==> src/rtl/uart_fifo_ctrl.sv <==
// Parametrised synchronous FIFO between the UART shift engines and the host interface.
// Supports first-word-fall-through or registered read, occupancy flags and sticky error flags.
module uart_fifo_ctrl #(
    parameter int DATA_W = 8,
    parameter int DEPTH  = 16,
    parameter int FWFT   = 1,
    parameter int AF_LVL = 14,
    parameter int AE_LVL = 2
) (
    input  logic                     clk,
    input  logic                     reset_n,
    input  logic                     flush,
    input  logic                     wr_en,
    input  logic [DATA_W-1:0]        din,
    input  logic                     rd_en,
    output logic [DATA_W-1:0]        dout,
    output logic                     dout_valid,
    output logic                     full,
    output logic                     empty,
    output logic                     almost_full,
    output logic                     almost_empty,
    output logic [$clog2(DEPTH):0]   count,
    output logic                     overflow,
    output logic                     underflow,
    input  logic                     clr_err
);

    localparam int PW = $clog2(DEPTH);
    localparam int CW = PW + 1;

    logic [DATA_W-1:0] mem_q [DEPTH];

    logic [PW-1:0]     wr_ptr_q, wr_ptr_d;
    logic [PW-1:0]     rd_ptr_q, rd_ptr_d;
    logic [CW-1:0]     count_q, count_d;
    logic [DATA_W-1:0] dout_q, dout_d;
    logic              dout_valid_q, dout_valid_d;
    logic              overflow_q, overflow_d;
    logic              underflow_q, underflow_d;

    logic full_w;
    logic empty_w;
    logic wr_acc;
    logic rd_acc;

    // Handshake: a write is taken when wr_en is high and the registered full is low; a read
    // is taken when rd_en is high and the registered empty is low. Both are dropped during flush.
    assign full_w  = (count_q == CW'(DEPTH));
    assign empty_w = (count_q == '0);
    assign wr_acc  = wr_en && !full_w && !flush;
    assign rd_acc  = rd_en && !empty_w && !flush;

    always_comb begin
        wr_ptr_d = wr_ptr_q;
        rd_ptr_d = rd_ptr_q;
        count_d  = count_q;
        if (flush) begin
            wr_ptr_d = '0;
            rd_ptr_d = '0;
            count_d  = '0;
        end else begin
            if (wr_acc) begin
                wr_ptr_d = wr_ptr_q + PW'(1);
            end
            if (rd_acc) begin
                rd_ptr_d = rd_ptr_q + PW'(1);
            end
            case ({wr_acc, rd_acc})
                2'b10:   count_d = count_q + CW'(1);
                2'b01:   count_d = count_q - CW'(1);
                default: count_d = count_q;
            endcase
        end
    end

    always_comb begin
        dout_d       = dout_q;
        dout_valid_d = dout_valid_q;
        if (flush) begin
            dout_d       = '0;
            dout_valid_d = 1'b0;
        end else if (FWFT != 0) begin
            dout_valid_d = (count_d != '0);
            // The next head is the word being written this cycle when it lands where rd_ptr points.
            if (count_d != '0) begin
                if (wr_acc && (rd_ptr_d == wr_ptr_q)) begin
                    dout_d = din;
                end else begin
                    dout_d = mem_q[rd_ptr_d];
                end
            end
        end else begin
            dout_valid_d = rd_acc;
            if (rd_acc) begin
                dout_d = mem_q[rd_ptr_q];
            end
        end
    end

    // A set condition in the same cycle as clr_err leaves the flag set.
    always_comb begin
        overflow_d  = overflow_q;
        underflow_d = underflow_q;
        if (clr_err) begin
            overflow_d  = 1'b0;
            underflow_d = 1'b0;
        end
        if (!flush && wr_en && full_w) begin
            overflow_d = 1'b1;
        end
        if (!flush && rd_en && empty_w) begin
            underflow_d = 1'b1;
        end
    end

    always_ff @(posedge clk) begin
        if (wr_acc) begin
            mem_q[wr_ptr_q] <= din;
        end
    end

    always_ff @(posedge clk) begin
        if (!reset_n) begin
            wr_ptr_q     <= '0;
            rd_ptr_q     <= '0;
            count_q      <= '0;
            dout_q       <= '0;
            dout_valid_q <= 1'b0;
            overflow_q   <= 1'b0;
            underflow_q  <= 1'b0;
        end else begin
            wr_ptr_q     <= wr_ptr_d;
            rd_ptr_q     <= rd_ptr_d;
            count_q      <= count_d;
            dout_q       <= dout_d;
            dout_valid_q <= dout_valid_d;
            overflow_q   <= overflow_d;
            underflow_q  <= underflow_d;
        end
    end

    assign dout         = dout_q;
    assign dout_valid   = dout_valid_q;
    assign count        = count_q;
    assign full         = full_w;
    assign empty        = empty_w;
    assign almost_full  = (count_q >= CW'(AF_LVL));
    assign almost_empty = (count_q <= CW'(AE_LVL));
    assign overflow     = overflow_q;
    assign underflow    = underflow_q;

endmodule

==> config.mk <==
export PLATFORM = sky130hd
export DESIGN_NAME = uart_fifo_ctrl
export DESIGN_NICKNAME = d
export VERILOG_FILES = /design/src/rtl/uart_fifo_ctrl.sv
export SDC_FILE = /design/constraint.sdc
export NUM_CORES = 1
export LEC_CHECK = 0
export ABC_CLOCK_PERIOD_IN_PS = 6200
export BUFFER_PORTS_ARGS = -buffer_cell sky130_fd_sc_hd__buf_4
export CELL_PAD_IN_SITES_DETAIL_PLACEMENT = 2
export CELL_PAD_IN_SITES_GLOBAL_PLACEMENT = 2
export CORE_MARGIN = 8
export CORE_UTILIZATION = 45
export DETAILED_ROUTE_END_ITERATION = 7
export GPL_TIMING_DRIVEN = 0
export HOLD_SLACK_MARGIN = 0.06
export PLACE_DENSITY_LB_ADDON = 0.08
export SYNTH_ARGS = -nofsm -noshare
export SYNTH_HDL_FRONTEND = slang
export SYNTH_SLANG_ARGS = --single-unit
==> constraint.sdc <==
create_clock -name clk -period 6.2 [get_ports clk]
set_input_delay 1.24 -clock clk [delete_from_list [all_inputs] [get_ports clk]]
set_output_delay 1.24 -clock clk [all_outputs]
set_load 0.02 [all_outputs]
* After elaboration in Yosys (flattened, before gate mapping) *
Memories as Yosys holds them, arrays and structs flattened. A register that Yosys moved wholly into a read port is not among the register bits.
Index checks and enable logic that the tools add are counted.

word-level totals
  register bits = 16
  bits in writable memories = 128
  input bits = 14
  output and inout port bits = 20
  word-level logic and storage cells = 42
  memories kept = 1

cells by class
  add/sub/neg operators = 4
  magnitude comparators = 2
  equality and inequality tests = 3
  mux-type cells = 9
  bitwise logic cells = 1
  reductions and logical operators = 16

memory list
  name   words  width  read ports  clocked after memory_dff  write ports  line  source
  mem_q  16     8      1           1                         1            31    logic [DATA_W-1:0] mem_q [DEPTH];

operator list
  cell                   count
  $pmux W5 S2            1
  $add A4 B1 Y4 const B  2
  $logic_and A1 B1 Y1    8
  $mux W4                2
  $add A5 B1 Y5 const B  1
  $eq A5 B5 Y1 const B   1
  $ge A5 B4 Y1 const B   1
  $le A5 B2 Y1 const B   1
  $logic_not A5 Y1       1
  $mux W1                5
  $mux W5                1
  $reduce_bool A5 Y1     1
  $sub A5 B1 Y5 const B  1
  $reduce_bool A2 Y1     2
  $logic_not A1 Y1       3
  $eq A2 B1 Y1 const B   1
  $eq A2 B2 Y1 const B   1
  $reduce_or A2 Y1       1
  $not A1 Y1             1

* Logic depth before layout (Yosys ltp) *
Gate-level depths: netlist of run 1.

  depth in word-level cells = 8
  depth in mapped cells = 18
  mapped depth without buffers = 15

* Worst setup path before layout of run 1 *
No wires, ideal clock.

  path kind = in2reg
  from = input flush
  to = register dout_q[0], in the netlist dout[0], read port of mem_q
  setup time = 0.081 ns
  data arrival time = 3.833 ns
  data required time = 6.119 ns
  slack = 2.286 ns
  cell stages on the path = 15
  path buffers = 3
  cell sequence = buf_4 clkbuf_1 nor2_1 ha_1 clkbuf_1 xor2_1 ha_1 inv_1 o21ai_0 a21o_1 a21oi_1 xnor2_1 a41oi_1 nor2_1 a211oi_2

between the ends
  longest elaborated chain between the ends = 6
  elaborated cells between the ends (all ways) = 11
  classes of those cells = eq/ne (2); mux (4); reduce/logical (5)

ends and longest elaborated chain
  element                                              line    source
  start, declared                                      12      input logic flush,
  $logic_not A1 Y1                                     50, 51
  $logic_and A1 B1 Y1 (on tied branches)               51, 50
  $eq A2 B1 Y1 / $eq A2 B2 Y1 (equally long branches)  68      case ({wr_acc, rd_acc})
  $pmux W5 S2                                          68
  $mux W5                                              57      if (flush) begin
  $reduce_bool A5 Y1                                   85      if (count_d != '0) begin
  end, declared                                        36      logic [DATA_W-1:0] dout_q, dout_d;

Several ways; a longest one is shown, not always the timed one.
A chain may end at the register's enable or synchronous reset.

* Worst setup path in the final report of run 1 *
  from = input flush
  to = register dout_q[5], in the netlist dout[5], read port of mem_q

Same word-level chain as after synthesis.

==> results.md, run 1 <==
* Reg clk slew, reported paths at 60 ps
* Distinct cells, synth at 63
* Cell area after synthesis at roughly 0.0068 mm2
* WL per Instance at roughly 27 um
* Skew final at 8.196 ps
* Die Height at 138.6 um
* Most used DFF post-synth: edfxtp_1
* CP Capture Type: register
* CTS sink cnt at 152
* WP data arrival at around 5000 ps
* Reg-to-reg slack, setup at about 1900 ps
* First-pass GRT wire length at between 30 and 40 mm
* Fin nets at about 580
* Synth Warn # at 0
* Run status: finished clean
* Post-Synthesis Cells at 503
* CP Capture Point: dout[5]$_SDFFE_PP0P_
* Initial DRC Count at between 300 and 400
* Clock buffer depth at 2
* Max Cap Viol at 0
* Detailed-route via count at about 4500
* Gr ovfl total at 0
* Leakage power at ~2.6 nW
* Yosys reg bits at around 150
* Register area share after synthesis at roughly 64%
* Fin crit period at approximately 4600 ps
* Worst reg-to-reg path cell count at 16
* FF-to-FF End: dout[5]$_SDFFE_PP0P_
* CTS H-tree lvls at 4
* Final ANT Viol Nets at 0
* Via-per-instance ratio at 5.999
* GRT Total Usage at 21.71%
* Setup crit start kind: input pin
* Final Setup Violations at 0
* CTS Buf Count at 17
* # resized after CTS at 0
* N_diodes at 0
* Rows at 45
* Initial core utilization at about 45%
* Area added between synthesis and finish at 15.33%
* Critical path data required time at about 6500 ps
* Worst r2r src: count[3]$_SDFF_PN0_
* Power per standard cell area at approximately 280 mW/mm2
* DRT Pass-1 Iters at 4
* Antenna violations before repair at 0
* Largest net degree at the start of global routing at 18
* Core Region at 0.01492 mm2
* Fmax at 216.7 MHz
* Vias in the first global route at approximately 5000
* DP HPWL at between 10 and 15 mm
* CTS tree: yes
* Fin crit share at between 70% and 80%
* FFs w/ async S/R, synth at 0%
* Die X-Extent at roughly 140 um
* Synth Net Count at approximately 530
* # DRC at 0
* Postcts setup bufs at 0
* Final Hold Violating Endpoints at 0
* Headroom to the max-slew limit at between 20% and 30%
* Port Buf Inserts at 33
* Worst-path fanout max at 10
* RSZ-0062 raised after global routing: no
* # IOs at 34
* HP Class: register to register
* Crit Path Category: input pin to register
* Synthesized area per cell at roughly 13 um2
* Die ar. at a little under 0.02 mm2
* Fin util at between 50% and 60%
* Clock latency on the worst-skew pair at 420 ps
* Cts hold-fix bufs at 0
* Share of cells above drive strength 1 at roughly a fifth
* Clk root buf: clkbuf_16
* Gpl congestion at between 0.7 and 0.8
* Fin Setup TNS at 0 ps
* Max Slew Vio Count at 0
* Number of synthesized flops with an enable pin at 128
* Worst-Margin Slew at around 1200 ps
* Crit path launch: flush
* Routed wire length at 20.55 mm
* Max VDD drop at about 0.00018 V
* Hold Path Cell Cnt at 2
==> routing by layer <==
layer | vias to the layer above | share of wire (%) | GRT usage [%]
li1 | 2055 | - | -
met5 | - | 0 | 0
met1 | 2352 | 44 | 28.50
met4 | 0 | 1.3 | 6.621
met3 | 31 | 3.8 | 3.356
met2 | 97 | 50 | 36.28
==> how the worst min path moves through the flow <==
stage | startpoint | endpoint | slack (ps)
floorplan | wr_ptr_q[0]$_SDFFE_PP0P_ | wr_ptr_q[3]$_SDFFE_PP0P_ | 560
global placement | overflow$_SDFFE_PN0P_ | overflow$_SDFFE_PN0P_ | 470
detailed placement | overflow$_SDFFE_PN0P_ | overflow$_SDFFE_PN0P_ | 510
CTS | overflow$_SDFFE_PN0P_ | overflow$_SDFFE_PN0P_ | 520
global route | overflow$_SDFFE_PN0P_ | overflow$_SDFFE_PN0P_ | 560
finish | overflow$_SDFFE_PN0P_ | overflow$_SDFFE_PN0P_ | 510
==> logic make-up after synthesis <==
group,count (synthesis),synth area share [%]
multiplexers,36,5.400
buffers and inverters,44,3.200
AND/OR/NAND/NOR,155,12.58
AO/OA/AOI/OAI,96,11.76
flip-flops,152,63.92
XOR/XNOR,12,1.665
adder cells (fa/ha/maj),8,1.480
==> critical path: stages <==
cell and delay [ps]:
buf_4 120, buf_4 190, clkbuf_1 400, nor2_1 170, ha_1 220, clkbuf_1 200, xor2_1 210, ha_1 250
inv_1 70, o21ai_0 80, a21o_1 210, a21oi_1 190, xnor2_1 140, a41oi_1 880, nor2_1 140, a211oi_2 240
==> registers in the layout, summed over array words and instances, names as in the netlist <==
register    count
count           5
dout            8
dout_valid      1
mem_q         128
overflow        1
rd_ptr_q        4
underflow       1
wr_ptr_q        4
==> cells in the mapped netlist, types with 8 or more instances <==
cell / count / area share (%)
a21oi_1: 8 / 0.59
nor2_1: 49 / 2.7
inv_1: 11 / 0.61
mux2i_1: 34 / 5.0
edfxtp_1: 128 / 57
a311oi_1: 22 / 2.8
buf_2: 11 / 0.81
ha_1: 8 / 1.5
a211oi_2: 9 / 1.7
dfxtp_1: 24 / 7.1
nand4_1: 9 / 0.83
clkbuf_1: 13 / 0.72
o21ai_0: 13 / 0.96
a221oi_1: 8 / 1.0
nand3_1: 26 / 1.9
nand2_1: 12 / 0.67
a21oi_2: 9 / 1.2
and3_1: 22 / 2.0
nor3_1: 8 / 0.59
==> area by class of cell <==
class                      count  area (um2)
clock buffer                  25       465.4
sequential                   152        4324
buffer                        33       175.2
fill                        1413        7118
inverter                      11       41.29
timing repair buffer          33       247.7
multi-input combinational    307        2240
clock inverter                 7       73.82
tap                          188       235.2
==> through the flow <==
stage | area, um2 | setup slack [ps] | power [mW] | cells | hold slack (ps)
after global routing | 7802 | 1328 | 2.253 | 756 | 555.7
after global placement | 7248 | 1347 | 1.248 | 724 | 471.4
final | 7802 | 1586 | 2.187 | 756 | 514.7
after floorplan | 6765 | 2286 | 1.201 | 503 | 562.4
after detailed placement | 7258 | 1172 | 1.255 | 724 | 506.1
after CTS | 7797 | 1584 | 2.206 | 756 | 522.6
==> power by group <==
part	total [mW]	internal, mW	switching (mW)
registers	1.12	1.11	0.00339
clock network	0.953	0.564	0.389
logic	0.117	0.0374	0.0800
==> placed cells by master (no fill, tap or decap), types with 7 or more instances in the layout <==
master	n
edfxtp_1	128
xor2_1	7
nand2_1	12
a221oi_1	8
nor2_1	49
and3_1	22
o21ai_0	13
nand4_1	9
dfxtp_1	24
clkbuf_1	20
a21oi_1	8
clkbuf_16	17
nand3_1	26
a211oi_2	9
a311oi_1	22
buf_4	37
buf_2	11
a21oi_2	9
inv_1	11
mux2i_1	34
ha_1	8
Note: power is estimated with default switching activity, not from simulation.
==> run 2: changes to the inputs <==
Settings changed: ABC_AREA set to 1, ABC_CLOCK_PERIOD_IN_PS 6200 to 3970, CORE_UTILIZATION 45 to 36.
Clock period 6.2 ns to 3.97 ns, I/O delays scaled along.
==> run 2 against run 1 <==
  * Sequential share of layout area fell by 4.1 points
  * Synthesized area rose by 6.8%
  * Largest power group unchanged
  * Clock power rose by 82%
  * Flip-flop and latch count did not move
  * Sequential power rose by 57%
  * Routed wire length rose by 8.5%
  * Non-clock buffer count did not move
  * Critical path depth fell by 2
  * Combinational power rose to 3.8 times the previous value
  * Utilization fell by 10 points
==> results.md, run 2 <==
* Commonest cells after routing, fill and taps aside: nand3_1, nand2_1, edfxtp_1, inv_1, nand3b_1
* Max Cap Viol at 0 (unchanged)
* FILL cells at 2150 (+52%)
* # DRC at 0 (unchanged)
* Distinct cells, synth at 28 (-56%)
* Combinational Power Share at 11.2% (+5.8 points)
* Worst-path cell with the longest stage delay: nor2_2
* First-pass GRT wire length at 35.06 mm (+11%)
* Most common library cells after synthesis: nand3_1, nand2_1, edfxtp_1
* CTS sink cnt at 152 (unchanged)
* Detailed-route via count at 5340 (+18%)
* Synthesized area per cell at 9.888 um2 (-26%)
* Fin Setup TNS at 0 ps (unchanged)
* Metal3 WL at 938 um (+20%)
* Synth area leader: edfxtp_1
* Clock latency on the worst-skew pair at 420 ps (about the same)
* Max Slew Vio Count at 0 (unchanged)
* Postcts setup bufs at 0 (unchanged)
* DRT Pass-1 Iters at 5 (+1)
* Max VDD drop at 0.0002863 V (+55%)
* Cell area after synthesis at 0.007228 mm2 (+6.8%)
* Bufs and invs on worst path at 1 (-4)
* Most common cell on crit path: nand2_1
* Port Buf Inserts at 32 (-3.0%)
* Top post-synthesis cells by area: edfxtp_1, nand3_1, nand2_1, dfxtp_1, nand3b_1
* Largest net degree at the start of global routing at 18 (unchanged)
* DR top layer: met4
* Clock power share at 44.0% (+0.4 points)
* N_diodes at 0 (unchanged)
* Fraction of power spent switching nets at 25.30% (+3.7 points)
* Number of synthesized flops with an enable pin at 128 (unchanged)
* Rows at 52 (+16%)
* Final ANT Viol Nets at 0 (unchanged)
* Run status: finished clean
* CTS H-tree lvls at 4 (unchanged)
* Power per standard cell area at 466.9 mW/mm2 (+67%)
* Switching pwr at 0.9957 mW (+110%)
* Crit Path Category: register to register
* Initial DRC Count at 257 (-24%)
* Fin nets at 804 (+39%)
* CTS Buf Count at 17 (unchanged)
* CP Capture Type: register
* Footprint of the multi-input gates at 0.002267 mm2 (+1.2%)
* Post-Synthesis Cells at 731 (+45%)
* Synth Net Count at 753 (+43%)
* Met2 wire len at 11.13 mm (+7.4%)
* Register area share after synthesis at 59.82% (-4.1 points)
* Setup crit start kind: register
* CTS tree: yes
* Reg clk slew, reported paths at 70 ps (about the same)
* WP data arrival at 3780 ps (-1170 ps)
* Yosys reg bits at 152 (unchanged)
* Synth Warn # at 0 (unchanged)
* DP HPWL at 15.81 mm (+8.7%)
* Fin crit share at 86.20%
* Count leader, synth: nand3_1
* Gr ovfl total at 0 (unchanged)
* Die ar. at 0.02487 mm2 (+29%)
* Final Hold Violating Endpoints at 0 (unchanged)
* Die X-Extent at 157.7 um (+14%)
* Final Setup Violations at 0 (unchanged)
* Most used DFF post-synth: edfxtp_1
* Vias in the first global route at 6017 (+20%)
* RSZ-0062 raised after global routing: no
* Clock buffer depth at 2 (unchanged)
* WL per Instance at 20.93 um (-23%)
* Initial core utilization at 36.19% (-9.2 points)
* # IOs at 34 (unchanged)
* Gpl congestion at 0.8029 (+1.4%)
* Sequential cell area at 0.004324 mm2 (unchanged)
* Clk root buf: clkbuf_16
* Die Height at 157.7 um (+14%)
* Skew final at 16.96 ps (+8.763 ps)
* Met1 WL at 9.833 mm (+7.6%)
* Fin crit period at about 3400 ps
* Routed wire length at 22.29 mm (+8.5%)
* Area added between synthesis and finish at 16.62%
* Core Region at 0.01997 mm2 (+34%)
* Max reg flops at 128 (unchanged)
* Hold_ws at 458.9 ps (-55.80 ps)
* Synth top area share at 53.18% (-3.6 points)
* Family with the most delay on the worst path: simple AND/OR/NAND/NOR gates
* Antenna violations before repair at 0 (unchanged)
* Fmax at slightly below 300 MHz
* Critical path data required time at 4330 ps (-2200 ps)
* GRT Total Usage at 19.08% (-2.6 points)
* CP cell instances: nor2_2, nand3_1, nand2_1, ha_1, clkbuf_2, xor2_1, ha_1, o21ai_0, nand2_1, a21oi_1, nand3_1, nor2_2, nand2_1, nand2_1
* Worst-Margin Slew at 858.1 ps (-319.7 ps)
* Commonest non-fill, non-tap cell in the layout: nand3_1
* Max incr delay on CP at 460 ps (-420 ps)
* P_int at 2.940 mW (+72%)
* Cts hold-fix bufs at 0 (unchanged)
* Sequential power share at 44.8% (-6.2 points)
* Worst-path fanout max at 8 (-2)
* Reg with most FFs: mem_q
* Share of cells above drive strength 1 at 14.59% (-6.0 points)
* Via-per-instance ratio at 5.014 (-16%)
* Leakage power at 3.505 nW (+34%)
* Headroom to the max-slew limit at 42.58% (+21 points)
* # resized after CTS at 0 (unchanged)
* FFs w/ async S/R, synth at 0% (unchanged)
* HP Class: register to register
[run 2: cell types whose count changed in the layout (fill, tap and decap cells not counted), sizes merged, moves of 18 or more]
cell	change
nand3	+122
nand3b	+56
nand2	+130
mux2i	-35
clkbuf	-18
and3	-23
a311oi	-22
inv	+100
[run 2: cell type report]
cell class,count,area share [%]
flip-flops and latches,152,51.30
plain buffers,34,2.701
multi-input cells,436,26.90
inverters,109,4.854
clock buffers,17,5.047
well taps,270,4.008
clock inverters,15,2.345
repair buffers,32,2.850
[run 2: worst paths after layout]
check / slack (ps) / startpoint / endpoint / cells past startpoint
min: 460 / dout[0]$_SDFFE_PP0P_ / dout[0]$_SDFFE_PP0P_ / 2
min reg2reg: 460 / dout[0]$_SDFFE_PP0P_ / dout[0]$_SDFFE_PP0P_ / 2
max reg2reg: 550 / count[2]$_SDFF_PN0_ / dout[4]$_SDFFE_PP0P_ / 14
max: 550 / count[2]$_SDFF_PN0_ / dout[4]$_SDFFE_PP0P_ / 14
[run 2: cell families after synthesis]
group                      count (synthesis)  synth area share, %
DFF                                      152                59.82
AOI/OAI and AO/OA                         17                1.246
buffers and inverters                    143                8.811
adders and majority gates                  8                1.385
and+or+nand+nor                          407                28.25
xor gates and xnor gates                   4               0.4848
[run 2: metal layers]
metal  global-route usage, %  vias to the layer above
met3                   4.259                       22
met2                   32.58                       89
li1                        -                     2541
met5                       0                        -
met1                   23.58                     2688
met4                   5.893                        0
[run 2: metrics by stage]
stage               power [mW]  setup WS (ps)  util, %  cell area [um2]  instances
CTS                      3.973          565.4    42.20             8429       1065
detailed placement       2.244          164.8    39.08             7806       1033
global placement         2.230          259.3    39.08             7806       1033
global route             4.075          300.7    42.20             8429       1065
finish                   3.936          547.9    42.20             8429       1065
floorplan                2.061          996.1        -             7228        731
[run 2: power by group through the flow]
stage	Clock [mW]	Combinational, mW	Sequential [mW]
after floorplan	0	0.249	1.81
after global placement	0	0.433	1.80
after detailed placement	0	0.446	1.80
after CTS	1.76	0.451	1.76
after global routing	1.82	0.487	1.77
final	1.73	0.442	1.76
[run 2: worst reg2reg max path, cell delays in order, from the launching register on]
cell and delay, ps:
dfxtp_1 380, nor2_2 220, nand3_1 130, nand2_1 260, ha_1 200, clkbuf_2 180, xor2_1 240, ha_1 270
o21ai_0 260, nand2_1 100, a21oi_1 180, nand3_1 210, nor2_2 460, nand2_1 160, nand2_1 100
